===== src/rtl/spi_l2_rx_sched_if.sv =====
`timescale 1ns/1ps
// Signal bundle of the SPI layer-2 receive scheduler: command request, SPI pins,
// receive-datapath control and the valid/ready byte output.
interface spi_l2_rx_sched_if;
    logic       start;
    logic [7:0] byte_num;
    logic       busy;
    logic       done;
    logic       spi_cs_n;
    logic       spi_sclk;
    logic       rx_work_en;
    logic       rx_work_pulse;
    logic [7:0] rx_byte;
    logic [7:0] out_data;
    logic       out_valid;
    logic       out_ready;

    modport master (
        input  start, byte_num, rx_byte, out_ready,
        output busy, done, spi_cs_n, spi_sclk, rx_work_en, rx_work_pulse, out_data, out_valid
    );

    modport slave (
        output start, byte_num, rx_byte, out_ready,
        input  busy, done, spi_cs_n, spi_sclk, rx_work_en, rx_work_pulse, out_data, out_valid
    );
endinterface


===== src/rtl/spi_l2_rx_sched.sv =====
`timescale 1ns/1ps
// SPI mode-0 N-byte read scheduler: frames CS_n/SCLK, paces the receive datapath and
// hands each byte out through a single-entry valid/ready register. Optional macro: SPI_RX_ABORT_EN.
module spi_l2_rx_sched #(
    parameter int CLK_DIV  = 4,
    parameter int CS_SETUP = 2,
    parameter int CS_HOLD  = 2
) (
    input  logic               clk,
    input  logic               rst_n,
`ifdef SPI_RX_ABORT_EN
    input  logic               abort,
`endif
    spi_l2_rx_sched_if.master  bus
);

    localparam logic [7:0] SETUP_LAST = 8'(CS_SETUP - 1);
    localparam logic [7:0] HALF_LAST  = 8'(CLK_DIV - 1);
    localparam logic [7:0] HOLD_LAST  = 8'(CS_HOLD - 1);

    typedef enum logic [2:0] {
        ST_IDLE     = 3'd0,
        ST_SETUP    = 3'd1,
        ST_SHIFT    = 3'd2,
        ST_CAPTURE  = 3'd3,
        ST_WAIT     = 3'd4,
        ST_TEARDOWN = 3'd5
    } state_t;

    state_t     state_q,      state_d;
    logic [7:0] timer_q,      timer_d;
    logic [2:0] bit_cnt_q,    bit_cnt_d;
    logic [7:0] remaining_q,  remaining_d;
    logic       cs_n_q,       cs_n_d;
    logic       sclk_q,       sclk_d;
    logic       work_en_q,    work_en_d;
    logic       work_pulse_q, work_pulse_d;
    logic       busy_q,       busy_d;
    logic       done_q,       done_d;
    logic [7:0] out_data_q,   out_data_d;
    logic       out_valid_q,  out_valid_d;

    logic       out_free_s;
    logic       abort_hit_s;

    // The register is free when empty or being handed off this cycle.
    assign out_free_s = (~out_valid_q) | out_ready_s();

`ifdef SPI_RX_ABORT_EN
    assign abort_hit_s = abort & (state_q != ST_IDLE) & (state_q != ST_TEARDOWN);
`else
    assign abort_hit_s = 1'b0;
`endif

    function automatic logic out_ready_s();
        return bus.out_ready;
    endfunction

    // Next-state, counters and next values of every registered output.
    always_comb begin
        state_d      = state_q;
        timer_d      = timer_q;
        bit_cnt_d    = bit_cnt_q;
        remaining_d  = remaining_q;
        cs_n_d       = cs_n_q;
        sclk_d       = sclk_q;
        work_pulse_d = 1'b0;
        done_d       = 1'b0;
        out_data_d   = out_data_q;
        if (out_valid_q && bus.out_ready) begin
            out_valid_d = 1'b0;
        end else begin
            out_valid_d = out_valid_q;
        end

        if (abort_hit_s) begin
            // Drop the partial byte; a byte completing this very cycle is still kept.
            state_d = ST_TEARDOWN;
            timer_d = 8'd0;
            sclk_d  = 1'b0;
            if (state_q == ST_CAPTURE) begin
                out_data_d  = bus.rx_byte;
                out_valid_d = 1'b1;
            end else begin
                out_data_d  = out_data_q;
            end
        end else begin
            case (state_q)
                ST_IDLE: begin
                    if (bus.start && (bus.byte_num != 8'd0)) begin
                        state_d     = ST_SETUP;
                        remaining_d = bus.byte_num;
                        cs_n_d      = 1'b0;
                        timer_d     = 8'd0;
                    end else if (bus.start) begin
                        done_d = 1'b1;
                    end else begin
                        state_d = ST_IDLE;
                    end
                end
                ST_SETUP: begin
                    if (timer_q == SETUP_LAST) begin
                        state_d   = ST_SHIFT;
                        timer_d   = 8'd0;
                        bit_cnt_d = 3'd0;
                    end else begin
                        timer_d = timer_q + 8'd1;
                    end
                end
                ST_SHIFT: begin
                    if (timer_q == HALF_LAST) begin
                        timer_d = 8'd0;
                        sclk_d  = ~sclk_q;
                        if (!sclk_q) begin
                            work_pulse_d = 1'b1;
                            bit_cnt_d    = bit_cnt_q + 3'd1;
                        end else if (bit_cnt_q == 3'd0) begin
                            // Counter wrapped after eight rises: this is the eighth fall.
                            state_d = ST_CAPTURE;
                        end else begin
                            state_d = ST_SHIFT;
                        end
                    end else begin
                        timer_d = timer_q + 8'd1;
                    end
                end
                ST_CAPTURE: begin
                    out_data_d  = bus.rx_byte;
                    out_valid_d = 1'b1;
                    remaining_d = remaining_q - 8'd1;
                    timer_d     = 8'd0;
                    bit_cnt_d   = 3'd0;
                    // The new byte occupies the register; keep shifting only if the consumer takes it.
                    if (remaining_q == 8'd1) begin
                        state_d = ST_TEARDOWN;
                    end else if (bus.out_ready) begin
                        state_d = ST_SHIFT;
                    end else begin
                        state_d = ST_WAIT;
                    end
                end
                ST_WAIT: begin
                    if (out_free_s) begin
                        state_d = ST_SHIFT;
                        timer_d = 8'd0;
                    end else begin
                        state_d = ST_WAIT;
                    end
                end
                ST_TEARDOWN: begin
                    if (timer_q == HOLD_LAST) begin
                        state_d = ST_IDLE;
                        cs_n_d  = 1'b1;
                        done_d  = 1'b1;
                    end else begin
                        timer_d = timer_q + 8'd1;
                    end
                end
                default: begin
                    state_d = ST_IDLE;
                    cs_n_d  = 1'b1;
                    sclk_d  = 1'b0;
                    timer_d = 8'd0;
                end
            endcase
        end

        work_en_d = (state_d == ST_SHIFT);
        busy_d    = (state_d != ST_IDLE);
    end

    // State and output registers; reset returns every output to its idle value at once.
    always_ff @(posedge clk or negedge rst_n) begin
        if (!rst_n) begin
            state_q      <= ST_IDLE;
            timer_q      <= 8'd0;
            bit_cnt_q    <= 3'd0;
            remaining_q  <= 8'd0;
            cs_n_q       <= 1'b1;
            sclk_q       <= 1'b0;
            work_en_q    <= 1'b0;
            work_pulse_q <= 1'b0;
            busy_q       <= 1'b0;
            done_q       <= 1'b0;
            out_data_q   <= 8'd0;
            out_valid_q  <= 1'b0;
        end else begin
            state_q      <= state_d;
            timer_q      <= timer_d;
            bit_cnt_q    <= bit_cnt_d;
            remaining_q  <= remaining_d;
            cs_n_q       <= cs_n_d;
            sclk_q       <= sclk_d;
            work_en_q    <= work_en_d;
            work_pulse_q <= work_pulse_d;
            busy_q       <= busy_d;
            done_q       <= done_d;
            out_data_q   <= out_data_d;
            out_valid_q  <= out_valid_d;
        end
    end

    assign bus.spi_cs_n      = cs_n_q;
    assign bus.spi_sclk      = sclk_q;
    assign bus.rx_work_en    = work_en_q;
    assign bus.rx_work_pulse = work_pulse_q;
    assign bus.busy          = busy_q;
    assign bus.done          = done_q;
    assign bus.out_data      = out_data_q;
    assign bus.out_valid     = out_valid_q;

endmodule

===== src/flat_wrapper.sv =====
// flat-port wrapper written by rule: the top's interface ports become plain ports
module spi_l2_rx_sched_flat 
#(
    parameter int CLK_DIV  = 4,
    parameter int CS_SETUP = 2,
    parameter int CS_HOLD  = 2
)
  (clk, rst_n, bus_start, bus_byte_num, bus_rx_byte, bus_out_ready, bus_busy, bus_done, bus_spi_cs_n, bus_spi_sclk, bus_rx_work_en, bus_rx_work_pulse, bus_out_data, bus_out_valid);
  spi_l2_rx_sched_if bus_i ();
  input  logic clk;
  input  logic rst_n;
  input wire logic [$bits(bus_i.start)-1:0] bus_start;
  input wire logic [$bits(bus_i.byte_num)-1:0] bus_byte_num;
  input wire logic [$bits(bus_i.rx_byte)-1:0] bus_rx_byte;
  input wire logic [$bits(bus_i.out_ready)-1:0] bus_out_ready;
  output wire logic [$bits(bus_i.busy)-1:0] bus_busy;
  output wire logic [$bits(bus_i.done)-1:0] bus_done;
  output wire logic [$bits(bus_i.spi_cs_n)-1:0] bus_spi_cs_n;
  output wire logic [$bits(bus_i.spi_sclk)-1:0] bus_spi_sclk;
  output wire logic [$bits(bus_i.rx_work_en)-1:0] bus_rx_work_en;
  output wire logic [$bits(bus_i.rx_work_pulse)-1:0] bus_rx_work_pulse;
  output wire logic [$bits(bus_i.out_data)-1:0] bus_out_data;
  output wire logic [$bits(bus_i.out_valid)-1:0] bus_out_valid;
  assign bus_i.start = bus_start;
  assign bus_i.byte_num = bus_byte_num;
  assign bus_i.rx_byte = bus_rx_byte;
  assign bus_i.out_ready = bus_out_ready;
  assign bus_busy = bus_i.busy;
  assign bus_done = bus_i.done;
  assign bus_spi_cs_n = bus_i.spi_cs_n;
  assign bus_spi_sclk = bus_i.spi_sclk;
  assign bus_rx_work_en = bus_i.rx_work_en;
  assign bus_rx_work_pulse = bus_i.rx_work_pulse;
  assign bus_out_data = bus_i.out_data;
  assign bus_out_valid = bus_i.out_valid;
  spi_l2_rx_sched #(.CLK_DIV(CLK_DIV), .CS_SETUP(CS_SETUP), .CS_HOLD(CS_HOLD)) u_core (.clk(clk), .rst_n(rst_n), .bus(bus_i));
endmodule

===== config.mk =====
export PLATFORM = sky130hd
export DESIGN_NAME = spi_l2_rx_sched_flat
export DESIGN_NICKNAME = d
export VERILOG_FILES = /design/src/rtl/spi_l2_rx_sched_if.sv /design/src/rtl/spi_l2_rx_sched.sv /design/src/flat_wrapper.sv
export SDC_FILE = /design/constraint.sdc
export NUM_CORES = 1
export LEC_CHECK = 0
export BUFFER_PORTS_ARGS = -buffer_cell sky130_fd_sc_hd__buf_2
export CORE_ASPECT_RATIO = 1.75
export CORE_UTILIZATION = 47
export DETAILED_ROUTE_END_ITERATION = 7
export GPL_TIMING_DRIVEN = 0
export HOLD_SLACK_MARGIN = 0.05
export PLACE_DENSITY = 0.71
export SYNTH_ARGS = -nofsm -noshare
export SYNTH_HDL_FRONTEND = slang
export SYNTH_SLANG_ARGS = --single-unit

===== constraint.sdc =====
create_clock -name clk -period 2.1 [get_ports clk]
set_clock_uncertainty 0.1 [all_clocks]
set_input_delay 0.105 -clock clk [delete_from_list [all_inputs] [get_ports clk]]
set_output_delay 0.105 -clock clk [all_outputs]
set_load 0.02 [all_outputs]

Word-level counts from Yosys, hierarchy flattened
Index checks and enable logic that the tools add are counted.
{"block": "classes", "addsub": 3, "n_eq_ne": 16, "n_mux": 37, "bitwise": 5, "n_reduce_logical": 16}
{"cell": "$mux 8", "n": 6}
{"cell": "$pmux 8 s5", "n": 1}
{"cell": "$mux 3", "n": 12}
{"cell": "$pmux 3 s6", "n": 1}
{"cell": "$eq 8x1->1 const B", "n": 2}
{"cell": "$pmux 8 s2", "n": 1}
{"cell": "$mux 1", "n": 12}
{"cell": "$ne 2x1->1 const B", "n": 5}
{"cell": "$eq 3x2->1 const B", "n": 3}
{"cell": "$pmux 3 s3", "n": 1}
{"cell": "$add 8x1->8 const B", "n": 1}
{"cell": "$eq 8x2->1 const B", "n": 1}
{"cell": "$reduce_bool 8->1", "n": 1}
{"cell": "$sub 8x1->8 const B", "n": 1}
{"cell": "$eq 3x3->1 const B", "n": 2}
{"cell": "$logic_not 3->1", "n": 2}
{"cell": "$reduce_and 3->1", "n": 2}
{"cell": "$reduce_bool 3->1", "n": 2}
{"cell": "$reduce_or 5->1", "n": 1}
{"cell": "$ne 2x2->1 const B", "n": 2}
{"cell": "$not 1->1", "n": 4}
{"cell": "$pmux 1 s2", "n": 2}
{"cell": "$reduce_and 2->1", "n": 2}
{"cell": "$reduce_and 4->1", "n": 1}
{"cell": "7 further kinds", "n": 9}
{"block": "word_totals", "reg_bits": 37, "in_bits": 20, "out_inout_bits": 15, "wordCells": 89}

Depth between registers and ports, before layout
Gate-level depths: netlist of run 1.
{"block": "logic_depth", "depth_word": 6, "ltp_mapped": 7, "mapped_depth_nobuf": 7}

Worst setup path after synthesis of run 1
No wires, ideal clock.
{"block": "synth_timing", "kind": "register -> register", "start": "register u_core.remaining_q[1]", "end": "register u_core.busy_q (netlist: u_core.bus.busy)", "setup_ns": 0.139, "arrival_ns": 1.961, "required_time_ns": 1.861, "slack_ns": -0.099, "path_stages_with_launch": 8, "path_buffers": 0, "synth_period_minus_slack_ns": 2.199, "cell_sequence": "dfrtp_1 inv_1 ha_1 or4b_1 o21ai_1 a21oi_1 a211oi_2 or4b_1"}
{"block": "synth_via", "elab_chain_cells": 4}
{"item": "from (decl)", "line": "spi_l2_rx_sched.sv:33", "rtl": "logic [7:0] remaining_q, remaining_d;"}
{"item": "from (signal assigned)", "line": "spi_l2_rx_sched.sv:191", "rtl": "remaining_q <= remaining_d;"}
{"item": "$eq 8x1->1", "line": "spi_l2_rx_sched.sv:134", "rtl": "if (remaining_q == 8'd1) begin"}
{"item": "$mux 3", "line": "spi_l2_rx_sched.sv:134"}
{"item": "$pmux 3 s6", "line": "spi_l2_rx_sched.sv:88", "rtl": "case (state_q)"}
{"item": "$reduce_bool 3->1", "line": "spi_l2_rx_sched.sv:169", "rtl": "busy_d = (state_d != ST_IDLE);"}
{"item": "net u_core.busy_d", "line": "spi_l2_rx_sched.sv:38", "rtl": "logic busy_q, busy_d;"}
{"item": "to (signal assigned)", "line": "spi_l2_rx_sched.sv:196", "rtl": "busy_q <= busy_d;"}
{"item": "to (decl)", "line": "spi_l2_rx_sched.sv:38"}
The timed path passes the listed nets, and every way through them passes these cells.
A chain may end at the register's enable or synchronous reset.

Worst setup path after layout of run 1
Same ends and word-level chain as after synthesis.

==> out/metrics.cfg, run 1 <==
[outcome]
status=finished, violations left
violations=negative setup slack

[die]
rows=31
start_util_pct=49.2
core_um2=4110
die_h_um=88.8
io_pins=35
die_width_um=51.6
dieArea_um2=4580

[timing]
holdWs_ps=101
tns_ps=-398
rsz0062_at_grt=true
period_share_pct=110
tightest_slew_ps=816
worst_slack_ps=-217
period_needed_ps=2320
final_hold_viol_count=0
maxSlewViolCount=0
finalSetupViolations=6
relSlewSlack_pct=45.6
clock.fmax_mhz=432

[cts]
clockBufferDepth=2
cts_root_buf=clkbuf_8
clk_pin_slew_ps=70
cts_max_level=2
cts.sinks=37
cts_made_buffers=5
clk_latency_ps=290
cts_tree=built

[route]
drt.antenna.violating_nets=0
drt_iter0_markers=48
dr_total_vias=1941
via_per_inst=5.73
drc=0
routedWlPerCell_um=15.3
drt_pass1_iterations=4
wl_um=5180

[power]
power.internal_w=0.00184
p_seq_share_pct=36.2
leakagePower_nw=1.23
worst_ir_drop_vdd_v=0.000839
combPwrFrac_pct=48.0
power.switching_w=0.00138
clkPwrFrac_pct=15.8
swShare_pct=43.0
p_per_area_nw_per_um2=1220
total_power_w=0.00322

[synthesis]
ys_types=50
yosys_most_used_dff=dfrtp_1
synth_area_um2=2020
ys.warnings.count=0
syn-mean-instance-area_um2=8.95
synth_edf_count=0
synth_cells=226
syn_nets=252
synth.ff_latch_count=37
yosysSeqAreaShare_pct=45.8
synth-async-reset-ratio_pct=100

[finish]
drive_gt1_share_pct=26.6
antenna_cells=0
layout_common_cells=nand2_1 (44), buf_2 (34), dfrtp_1 (34)
area_delta_synth_final_pct=30.9
fin_area_um2=2650
fill_cells=367
layout.cells.most_common=nand2_1
nets=316

[setup_path]
cp-end-kind=flop
path_class=flop to flop
worst_path_max_delay_cell=or4b_4
crit_chain=inv_2 -> ha_4 -> or4b_4 -> o21ai_4 -> a21oi_2 -> a211oi_2 -> or4b_1
start_kind=flop
crit_fanout=4
max_stage_delay_ps=480
critPathArrivalTime_ps=2380
worstPathRequired_ps=2160

[placement]
dpl-instance-area_um2=2250
hpwl_um=3520
portBuffers=34
gp_congestion=0.807

[global_routing]
overflow=0
grt_pass1_vias=1848
grt_max_degree=38
grt_pass1_wl_um=8180
grtUsageTotal_pct=24.2
grt_antenna_before_repair=0

[run]
maxCapViolations=0

[hold_path]
min-delay-path-class=input port to flop

## power by group through the flow
stage          logic [W]  registers (W)  clock network, W
2_1_floorplan   0.000870        0.00126                 0
3_5_place_dp     0.00139        0.00115                 0
6_report         0.00155        0.00117          0.000510
4_1_cts          0.00145        0.00115          0.000517
5_1_grt          0.00171        0.00119          0.000534
3_3_place_gp     0.00137        0.00114                 0
## synthesized netlist by cell type (3+ instances only)
cell / instances / share of area, %
o21ai_1: 3 / 0.74
o21ai_0: 7 / 1.7
clkbuf_1: 7 / 1.3
or4_1: 4 / 1.5
a21oi_1: 9 / 2.2
nor4_1: 5 / 1.5
nand2b_1: 3 / 0.93
ha_1: 6 / 3.7
a21o_1: 3 / 1.1
nand3_1: 11 / 2.7
nor3_1: 8 / 2.0
dfrtp_1: 36 / 45
inv_1: 13 / 2.4
nand2_1: 44 / 8.2
o211ai_1: 4 / 1.5
nor2_1: 16 / 3.0
## final timing paths
path | to | slack (ps) | cells after the start | from
max reg2reg | u_core.bus.busy | -220 | 7 | u_core.remaining_q[1]
min | u_core.bus.done | 100 | 4 | bus_byte_num[7]
min in group asynchronous | u_core.remaining_q[6] | 340 | 2 | rst_n
max | u_core.bus.busy | -220 | 7 | u_core.remaining_q[1]
max in group asynchronous | u_core.timer_q[2] | 990 | 2 | rst_n
min reg2reg | u_core.bus.spi_cs_n | 370 | 2 | u_core.bus.spi_cs_n
## metal layers
layer	track usage, %	wire (um)	vias up
li1	-	-	935
met1	25.7	1940	926
met2	44.4	2930	66
met3	3.09	167	14
met4	14.3	142	0
met5	0	0	-
## worst max-delay path: cells and delay by family (launching register included)
| kind | cells | cell delay, ps |
|---|---|---|
| compound gates | 3 | 510 |
| fa+ha+maj | 1 | 120 |
| buf+inv | 1 | 100 |
| flops | 1 | 430 |
| simple gates | 2 | 930 |
## registers in the layout, summed over array words and instances, names as in the netlist
signal,cells
u_core.remaining_q,8
u_core.bus.spi_sclk,1
u_core.bus.rx_work_en,1
u_core.bus.busy,1
u_core.bus.rx_work_pulse,1
u_core.bit_cnt_q,3
u_core.timer_q,8
u_core.bus.out_data,8
u_core.state_q,3
u_core.bus.done,1
u_core.bus.out_valid,1
u_core.bus.spi_cs_n,1
## logic make-up after synthesis
| family | synth area share [%] |
|---|---|
| simple gates | 27.8 |
| compound gates | 18.1 |
| flops | 45.8 |
| buf+inv | 3.71 |
| fa+ha+maj | 3.71 |
| xor+xnor | 0.433 |
| mux | 0.495 |
## cell type report
cell class	instances	area [um^2]	share of cell area, %
multi-input combinational	169	1100	41.6
sequential	37	930	35.1
timing repair buffer	58	395	14.9
clock buffer	7	86.3	3.26
tap	49	61.3	2.31
inverter	13	48.8	1.84
buffer	6	26.3	0.992
## per-stage QoR
step	util [%]	cells	worst slack (ps)
3_3_place_gp	54.8	309	-245
3_5_place_dp	54.8	309	-212
4_1_cts	62.4	335	-162
5_1_grt	64.4	339	-280
2_1_floorplan	-	226	-35.0
6_report	64.4	339	-217
## timing repair
| action | in CTS | in global routing |
|---|---|---|
| setup endpoints to repair | 15 | 19 |
| setup buffers | 2 | 4 |
| gates cloned | 0 | 0 |
| gates resized for setup | 9 | 13 |
| pin swaps | 4 | 7 |
| hold endpoints to repair | 53 | 0 |
| hold buffers | 18 | 0 |
(Power assumes the default switching activity.)
==> inputs of run 2 (changes only) <==
Settings changed: PLACE_DENSITY 0.71 to 0.69.
Clock period 2.1 ns to 2.9 ns, I/O delays scaled along.
==> run 2 against run 1 <==
  * The flow now finishes without violations
  * Hold slack worse by 38 ps
  * Clock power is 4.3% higher
  * Power decreased by 27%
  * Die area stayed put
  * Sequential share of layout area rose by 1.7 points
  * Non-clock buffer count shrank 10
  * Highest routed layer unchanged
==> out/metrics.cfg, run 2 (same netlist as run 1, synthesis figures left out) <==
[timing]
clock.fmax_mhz=409
finalSetupViolations=0
relSlewSlack_pct=45.0
worst_slack_ps=458
maxSlewViolCount=0
period_share_pct=84.2
tightest_slew_ps=824
period_needed_ps=2440
final_hold_viol_count=0
rsz0062_at_grt=false
tns_ps=0

[route]
drt_iter0_markers=43
routedWlPerCell_um=14.8
dr_total_vias=1863
wl_um=4890
drc=0
drt_pass1_iterations=5
drt.antenna.violating_nets=0
via_per_inst=5.65

[cts]
cts_made_buffers=5
cts.sinks=37
clockBufferDepth=2
cts_tree=built
clk_pin_slew_ps=80
clk_latency_ps=290
cts_max_level=2
cts_root_buf=clkbuf_8
cts_setup_buffers=0

[setup_path]
crit_fanout=5
cp_common_cell=or4b_1
path_class=flop to flop
cp-end-kind=flop
max_stage_delay_ps=480
crit_buf_inv=1
worstPathRequired_ps=2960
start_kind=flop
worst_path_max_delay_cell=or4b_1
crit_chain=inv_1 -> ha_1 -> or4b_1 -> o21ai_1 -> a21oi_1 -> a211oi_2 -> or4b_1
path_delay_family=simple AND/OR/NAND/NOR gates
critPathArrivalTime_ps=2500

[placement]
gp_congestion=0.887
hpwl_um=3540
post-place-ws_ps=468
portBuffers=34

[die]
die_width_um=51.6
core_um2=4110
die_h_um=88.8
start_util_pct=49.2
dieArea_um2=4580
io_pins=35
rows=31

[outcome]
status=complete, no violations

[finish]
nets=306
area_delta_synth_final_pct=24.5
layout_common_cells=nand2_1 (44), dfrtp_1 (36), buf_2 (34)
layout.cells.most_common=nand2_1
antenna_cells=0
drive_gt1_share_pct=20.3

[global_routing]
grt_pass1_vias=1831
grt_util_met1_pct=24.7
overflow=0
grtUsageTotal_pct=23.6
use_met2_pct=43.6
grt_max_degree=38
grt_antenna_before_repair=0
grt_use_met3_pct=4.12
grt_pass1_wl_um=7980
grt.busiest_layer=met2

[power]
leakagePower_nw=1.18
p_per_area_nw_per_um2=938
worst_ir_drop_vdd_v=0.000586

[hold_path]
min-delay-path-class=input port to flop

[run]
maxCapViolations=0

## run 2: changes by cell type in the layout (fill, tap and decap cells not counted), sizes merged
cell | previous run | this run
clkinv | 0 | 1
buf | 41 | 34
dlygate4sd3 | 18 | 13
bufinv | 0 | 2
## run 2: report_power, final
| part | leakage [nW] | switching [W] | total, W | internal (W) |
|---|---|---|---|---|
| sequential | 0.465 | 0.000130 | 0.000820 | 0.000690 |
| combinational | 0.650 | 0.000621 | 0.00101 | 0.000389 |
| clock | 0.0681 | 0.000191 | 0.000532 | 0.000342 |
| total | 1.18 | 0.000941 | 0.00236 | 0.00142 |
## run 2: final cells by class
type	count	area (um^2)
Fill cell	389	1590
Inverter	13	48.8
Sequential cell	37	927
Buffer	7	26.3
Timing Repair Buffer	47	300
Tap cell	49	61.3
Clock buffer	5	68.8
Clock inverter	3	65.1
Multi-Input combinational cell	169	1020
## run 2: metrics by stage
step / utilization [%] / hold slack (ps) / cell area [um^2] / total power (W) / instances
global route: 61.3 / 73.2 / 2520 / 0.00252 / 330
global placement: 54.8 / 189 / 2250 / 0.00181 / 309
finish: 61.3 / 62.8 / 2520 / 0.00236 / 330
floorplan: - / -251 / 2020 / 0.00154 / 226
CTS: 61.3 / 57.3 / 2520 / 0.00238 / 330
detailed placement: 54.8 / 192 / 2250 / 0.00183 / 309
## run 2: worst paths after layout
path | start | endpoint | slack (ps) | depth (start not counted)
max | u_core.remaining_q[1] | u_core.bus.busy | 460 | 7
min | bus_byte_num[6] | u_core.remaining_q[6] | 60 | 2
max reg2reg | u_core.remaining_q[1] | u_core.bus.busy | 460 | 7
min reg2reg | u_core.bus.spi_cs_n | u_core.bus.spi_cs_n | 360 | 2
max in group asynchronous | rst_n | u_core.timer_q[5] | 1800 | 2
min in group asynchronous | rst_n | u_core.bus.rx_work_en | 390 | 2
## run 2: worst reg2reg max path: stages, from the launching register on
cell	delay, ps
dfrtp_1	430
inv_1	120
ha_1	160
or4b_1	480
o21ai_1	200
a21oi_1	100
a211oi_2	270
or4b_1	450
## run 2: layer usage
layer | up-vias | part of all wire, %
met5 | - | 0
met4 | 0 | 3.1
met3 | 13 | 3.1
met2 | 45 | 55
met1 | 890 | 38
li1 | 915 | -
## run 2: timing repair
item | CTS | global route
endpoints found under the hold margin | 48 | 0
hold buffers | 13 | 0
resized for setup | 0 | 0
